$ cat config.mk
export PLATFORM = sky130hd
export DESIGN_NAME = apb_master_arbiter
export DESIGN_NICKNAME = d
export VERILOG_FILES = /design/src/rtl/apb_arb_pkg.sv /design/src/rtl/apb_rr_arb.sv /design/src/rtl/apb_master_arbiter.sv
export SDC_FILE = /design/constraint.sdc
export NUM_CORES = 1
export LEC_CHECK = 0
export CORE_AREA = 2 2 70 72
export CTS_CLUSTER_SIZE = 14
export DETAILED_ROUTE_END_ITERATION = 16
export DIE_AREA = 0 0 72 74
export PLACE_DENSITY = 0.78
export SYNTH_ARGS = -nofsm -noshare
export SYNTH_HDL_FRONTEND = slang
export SYNTH_HIERARCHICAL = 1
export SYNTH_SLANG_ARGS = --single-unit
$ cat constraint.sdc
create_clock -name PCLK -period 2.1 [get_ports PCLK]
set_input_delay 0.315 -clock PCLK [delete_from_list [all_inputs] [get_ports PCLK]]
set_output_delay 0.315 -clock PCLK [all_outputs]
set_load 0.01 [all_outputs]
$ cat src/rtl/apb_arb_pkg.sv
// Shared types and default parameters for the two-port APB master arbiter.
package apb_arb_pkg;

    // Bus phase encoding of the master FSM
    typedef enum logic [1:0] {
        IDLE   = 2'b00,
        SETUP  = 2'b01,
        ACCESS = 2'b10
    } arb_state_t;

    localparam int DEF_ADDR_W  = 8;
    localparam int DEF_DATA_W  = 8;
    localparam int DEF_TIMEOUT = 15;

endpackage

$ cat src/rtl/apb_rr_arb.sv
// Two-way round-robin grant. The pointer remembers the requester that
// completed last, so on contention the other one wins.
module apb_rr_arb (
    input  logic       PCLK,
    input  logic       PRESET,
    input  logic [1:0] eligible,
    input  logic       cpl_strobe,
    input  logic       cpl_idx,
    output logic       grant_valid,
    output logic       grant_idx
);

    logic last_reg;
    logic last_next;

    // Grant selection from the eligible vector and the last-served pointer
    always_comb begin
        grant_valid = |eligible;
        grant_idx   = 1'b0;
        case (eligible)
            2'b10:   grant_idx = 1'b1;
            2'b11:   grant_idx = ~last_reg;
            default: grant_idx = 1'b0;
        endcase
        last_next = cpl_strobe ? cpl_idx : last_reg;
    end

    // Pointer register; after reset requester 0 wins the first contention
    always_ff @(posedge PCLK) begin
        if (!PRESET) begin
            last_reg <= 1'b1;
        end else begin
            last_reg <= last_next;
        end
    end

endmodule

$ cat src/rtl/apb_master_arbiter.sv
// Two-port APB master: round-robin between two local requesters, runs the
// IDLE/SETUP/ACCESS sequence, honours PREADY and aborts stalled accesses.
module apb_master_arbiter
    import apb_arb_pkg::*;
#(
    parameter int ADDR_W  = DEF_ADDR_W,
    parameter int DATA_W  = DEF_DATA_W,
    parameter int TIMEOUT = DEF_TIMEOUT
) (
    input  logic                PCLK,
    input  logic                PRESET,
    input  logic [1:0]          req,
    input  logic [1:0]          we,
    input  logic [2*ADDR_W-1:0] addr,
    input  logic [2*DATA_W-1:0] wdata,
    output logic [1:0]          done,
    output logic [1:0]          err,
    output logic [DATA_W-1:0]   rdata,
    output logic                PSEL,
    output logic                PENABLE,
    output logic                PWRITE,
    output logic [ADDR_W-1:0]   PADDR,
    output logic [DATA_W-1:0]   PWDATA,
    input  logic [DATA_W-1:0]   PRDATA,
    input  logic                PREADY
);

    // Wait counter value on the last allowed stalled ACCESS cycle
    localparam logic [7:0] TO_LAST = 8'(TIMEOUT - 1);

    arb_state_t        state_reg, state_next;
    logic              grant_reg, grant_next;
    logic [7:0]        cnt_reg, cnt_next;
    logic [1:0]        done_reg, done_next;
    logic [1:0]        err_reg, err_next;
    logic [DATA_W-1:0] rdata_reg, rdata_next;
    logic              pwrite_reg, pwrite_next;
    logic [ADDR_W-1:0] paddr_reg, paddr_next;
    logic [DATA_W-1:0] pwdata_reg, pwdata_next;

    logic              arb_valid;
    logic              arb_grant;
    logic              cpl_strobe;
    logic [1:0]        eligible;

    logic [ADDR_W-1:0] addr_arr  [2];
    logic [DATA_W-1:0] wdata_arr [2];

    // Split the flat requester buses into per-requester fields
    for (genvar gi = 0; gi < 2; gi++) begin : g_split
        assign addr_arr[gi]  = addr[gi*ADDR_W +: ADDR_W];
        assign wdata_arr[gi] = wdata[gi*DATA_W +: DATA_W];
    end

    // A requester is masked during its own done cycle only
    assign eligible = req & ~done_reg;

    apb_rr_arb u_arb (
        .PCLK        (PCLK),
        .PRESET      (PRESET),
        .eligible    (eligible),
        .cpl_strobe  (cpl_strobe),
        .cpl_idx     (grant_reg),
        .grant_valid (arb_valid),
        .grant_idx   (arb_grant)
    );

    // Next-state and datapath logic; address/data/direction hold unless granting
    always_comb begin
        state_next  = state_reg;
        grant_next  = grant_reg;
        cnt_next    = cnt_reg;
        done_next   = 2'b00;
        err_next    = 2'b00;
        rdata_next  = '0;
        pwrite_next = pwrite_reg;
        paddr_next  = paddr_reg;
        pwdata_next = pwdata_reg;
        cpl_strobe  = 1'b0;
        case (state_reg)
            IDLE: begin
                if (arb_valid) begin
                    grant_next  = arb_grant;
                    pwrite_next = we[arb_grant];
                    paddr_next  = addr_arr[arb_grant];
                    pwdata_next = wdata_arr[arb_grant];
                    state_next  = SETUP;
                end
            end
            SETUP: begin
                cnt_next   = '0;
                state_next = ACCESS;
            end
            ACCESS: begin
                // PREADY wins even on the final allowed cycle
                if (PREADY) begin
                    rdata_next            = pwrite_reg ? '0 : PRDATA;
                    done_next[grant_reg]  = 1'b1;
                    cpl_strobe            = 1'b1;
                    state_next            = IDLE;
                end else if (cnt_reg == TO_LAST) begin
                    done_next[grant_reg]  = 1'b1;
                    err_next[grant_reg]   = 1'b1;
                    cpl_strobe            = 1'b1;
                    state_next            = IDLE;
                end else begin
                    cnt_next = cnt_reg + 8'd1;
                end
            end
            default: state_next = IDLE;
        endcase
    end

    // State and output registers
    always_ff @(posedge PCLK) begin
        if (!PRESET) begin
            state_reg  <= IDLE;
            grant_reg  <= 1'b0;
            cnt_reg    <= '0;
            done_reg   <= 2'b00;
            err_reg    <= 2'b00;
            rdata_reg  <= '0;
            pwrite_reg <= 1'b0;
            paddr_reg  <= '0;
            pwdata_reg <= '0;
        end else begin
            state_reg  <= state_next;
            grant_reg  <= grant_next;
            cnt_reg    <= cnt_next;
            done_reg   <= done_next;
            err_reg    <= err_next;
            rdata_reg  <= rdata_next;
            pwrite_reg <= pwrite_next;
            paddr_reg  <= paddr_next;
            pwdata_reg <= pwdata_next;
        end
    end

    assign PSEL    = (state_reg != IDLE);
    assign PENABLE = (state_reg == ACCESS);
    assign PWRITE  = pwrite_reg;
    assign PADDR   = paddr_reg;
    assign PWDATA  = pwdata_reg;
    assign done    = done_reg;
    assign err     = err_reg;
    assign rdata   = rdata_reg;

endmodule

==> metrics.txt <==
crit-path max FO 6; top cells by count, synth dfxtp_1 (41), nand2_1 (32), mux2i_1 (21); initial antenna violation count 0; Gate power share 32.0%; global route overflow 0; Area Growth Syn to Fin 52.9%; Mapped Cells 195; Post-CTS Resized 0; Row Count 25; clk_skew 4.41 ps; most instantiated library cell after synthesis dfxtp_1; peak supply drop 434 uV; Post-CTS Setup Inserts 0; r2r setup slk 320 ps; # port buffers 77; Period minus WS final 1980 ps; final worst-path cycle share 94.1%; post-synthesis simple-gate area fraction 21.1%; CTS tree done; root buffer cell clkbuf_8; Post-Synth XOR/XNOR Area 0%; worst reg2reg path startpoint state_reg[0]; worst-margin pin slew 309 ps; status complete, no violations; core area 4600 sq um; number of flops mapped to enable cells by yosys 0; unrepaired setup endpoints after global routing false; number of global-route vias before repair 1,646; GPL Wtd Cong 0.776; HP Class register to register; Final Hold Viols 0; post-placement cell count 323; nets 329; post-route DRC violation count 0; Total Wirelength 4.25 mm; Syn Nets 248; Avg Inst Size Synth 9.66 sq um; Initial DRC Count 116; Slew Limit Fails 0; Global Route Usage Sum 16.6%; Clk network pwr share 27.9%; TritonRoute pass-1 iters 4; first-pass GRT wire length 7.09 mm; worst path required time 1780 ps; largest family of logic cells by synthesized area simple AND/OR/NAND/NOR gates; Die ar. 5330 sq um; DP HPWL 3.23 mm; Seq/Total Area, Yosys 43.6%; mapped cell area 1880 sq um; initial core utilization 41.0%; CP Class register to output port; clock latency on the worst-skew pair 290 ps; post-synthesis mux area share 11.2%; leakage power total 1.24 nW; sw frac 28.7%; Yosys reg bits 41; CP endpoint kind output port; setup violators final 0; Hold Startpoint state_reg[0]; Sw Pwr 0.000660 W; Seq pwr share 40.1%; final hold slack 482 ps; Routed Antenna Nets 0; R2R depth 7; DP Area 2770 sq um; CTS Buf Count 5; Synth cell types 37; hold path endpoint state_reg[0]; Adder-Cell Fraction of Synth Area 3.98%; chip width 72 um; setup tns final 0 ps; synth top area cells dfxtp_1 (44%), mux2i_1 (11%), o211a_1 (9.0%); asr flop ratio synth 0%; clock-pin slew on the worst setup and hold paths 80 ps; share of cells above drive strength 1 8.66%; hold_buf cts 0; CP arrival 1660 ps; R2R Path End cnt_reg[5]; Die Height 74 um; I/O Pins 78; total of max-cap violations 0; Clock Tree Buf Depth 2; Power Density 798 nW/um^2; non-filler cells, final 331; via count 1,691; Max-Slew Margin vs Limit 79.3%; FMAX 506 MHz; H-tree levels 2; Ys Warns 6; routed len/inst 12.8 um; hold path cells 2; TritonCTS Sinks 41; Via density 5.11; largest net degree at the start of global routing 36; Synth Area in Compound Gates 16.5%; CP startpoint kind register; Synth area leader dfxtp_1; Primary FF master, synth dfxtp_1; area share of the largest cell type after synthesis 43.6%; Final Cell Area 2880 sq um; Power Internal 0.00164 W; Diodes inserted 0
==> cell families after synthesis <==
group / after synthesis
mux: 21
compound gates: 35
buf+inv: 17
simple gates: 75
flops: 41
fa+ha+maj: 6
==> placed cells by master, fill, tap and decap left out, drive strengths merged, types with 3 or more instances in the layout <==
| cell type | netlist | routed |
|---|---|---|
| clkbuf | 7 | 5 |
| a21boi | 4 | 4 |
| nand3 | 7 | 7 |
| inv | 6 | 6 |
| and2 | 10 | 10 |
| buf | 4 | 8 |
| a21oi | 4 | 4 |
| dfxtp | 41 | 41 |
| nor2b | 3 | 3 |
| ha | 6 | 6 |
| o211ai | 3 | 3 |
| nand2 | 32 | 32 |
| or2 | 3 | 3 |
| clkdlybuf4s50 | 0 | 77 |
| mux2i | 21 | 21 |
| nor3 | 3 | 3 |
| o211a | 17 | 17 |
==> worst max-delay path by stage <==
stage / start / endpoint
after floorplan: state_reg[0] / cnt_reg[1]
after detailed placement: req[1] / PADDR[0]
after global routing: state_reg[0] / PENABLE
after global placement: req[1] / PWDATA[6]
after CTS: state_reg[0] / PENABLE
final: state_reg[0] / PENABLE
==> through the flow <==
| step | power, W | worst slack (ps) | util, % |
|---|---|---|---|
| 3_3_place_gp | 0.00167 | 210 | 60.1 |
| 3_5_place_dp | 0.00168 | 167 | 60.1 |
| 6_report | 0.00230 | 123 | 62.6 |
| 5_1_grt | 0.00243 | 37.6 | 62.6 |
| 4_1_cts | 0.00233 | 110 | 62.6 |
| 2_1_floorplan | 0.00131 | 395 | - |
==> per-layer routing <==
| metal | wire length, um | vias up | track usage, % |
|---|---|---|---|
| met5 | 0 | - | 0 |
| met2 | 2110 | 43 | 29.0 |
| met1 | 1850 | 795 | 19.7 |
| li1 | - | 849 | - |
| met3 | 256 | 4 | 5.83 |
| met4 | 32 | 0 | 4.40 |
==> critical path, stage by stage (launching register included) <==
cell and delay [ps]:
dfxtp_1 330, inv_1 100, ha_1 240, buf_4 170
clkdlybuf4s50_1 530
==> area by class of cell <==
| class | count | area, sq um |
|---|---|---|
| clock buffer | 5 | 68.8 |
| clock inverter | 3 | 46.3 |
| fill | 404 | 1720 |
| inverter | 6 | 22.5 |
| multi-input combinational | 137 | 998 |
| sequential | 41 | 821 |
| tap | 54 | 67.6 |
| timing repair buffer | 85 | 856 |
==> power groups by stage <==
stage / registers (W) / clock network (W) / logic, W
2_1_floorplan: 0.000971 / 0 / 0.000343
3_3_place_gp: 0.000937 / 0 / 0.000732
3_5_place_dp: 0.000940 / 0 / 0.000740
4_1_cts: 0.000923 / 0.000662 / 0.000748
5_1_grt: 0.000935 / 0.000682 / 0.000809
6_report: 0.000922 / 0.000640 / 0.000736
Power figures use the tool's default switching activity.
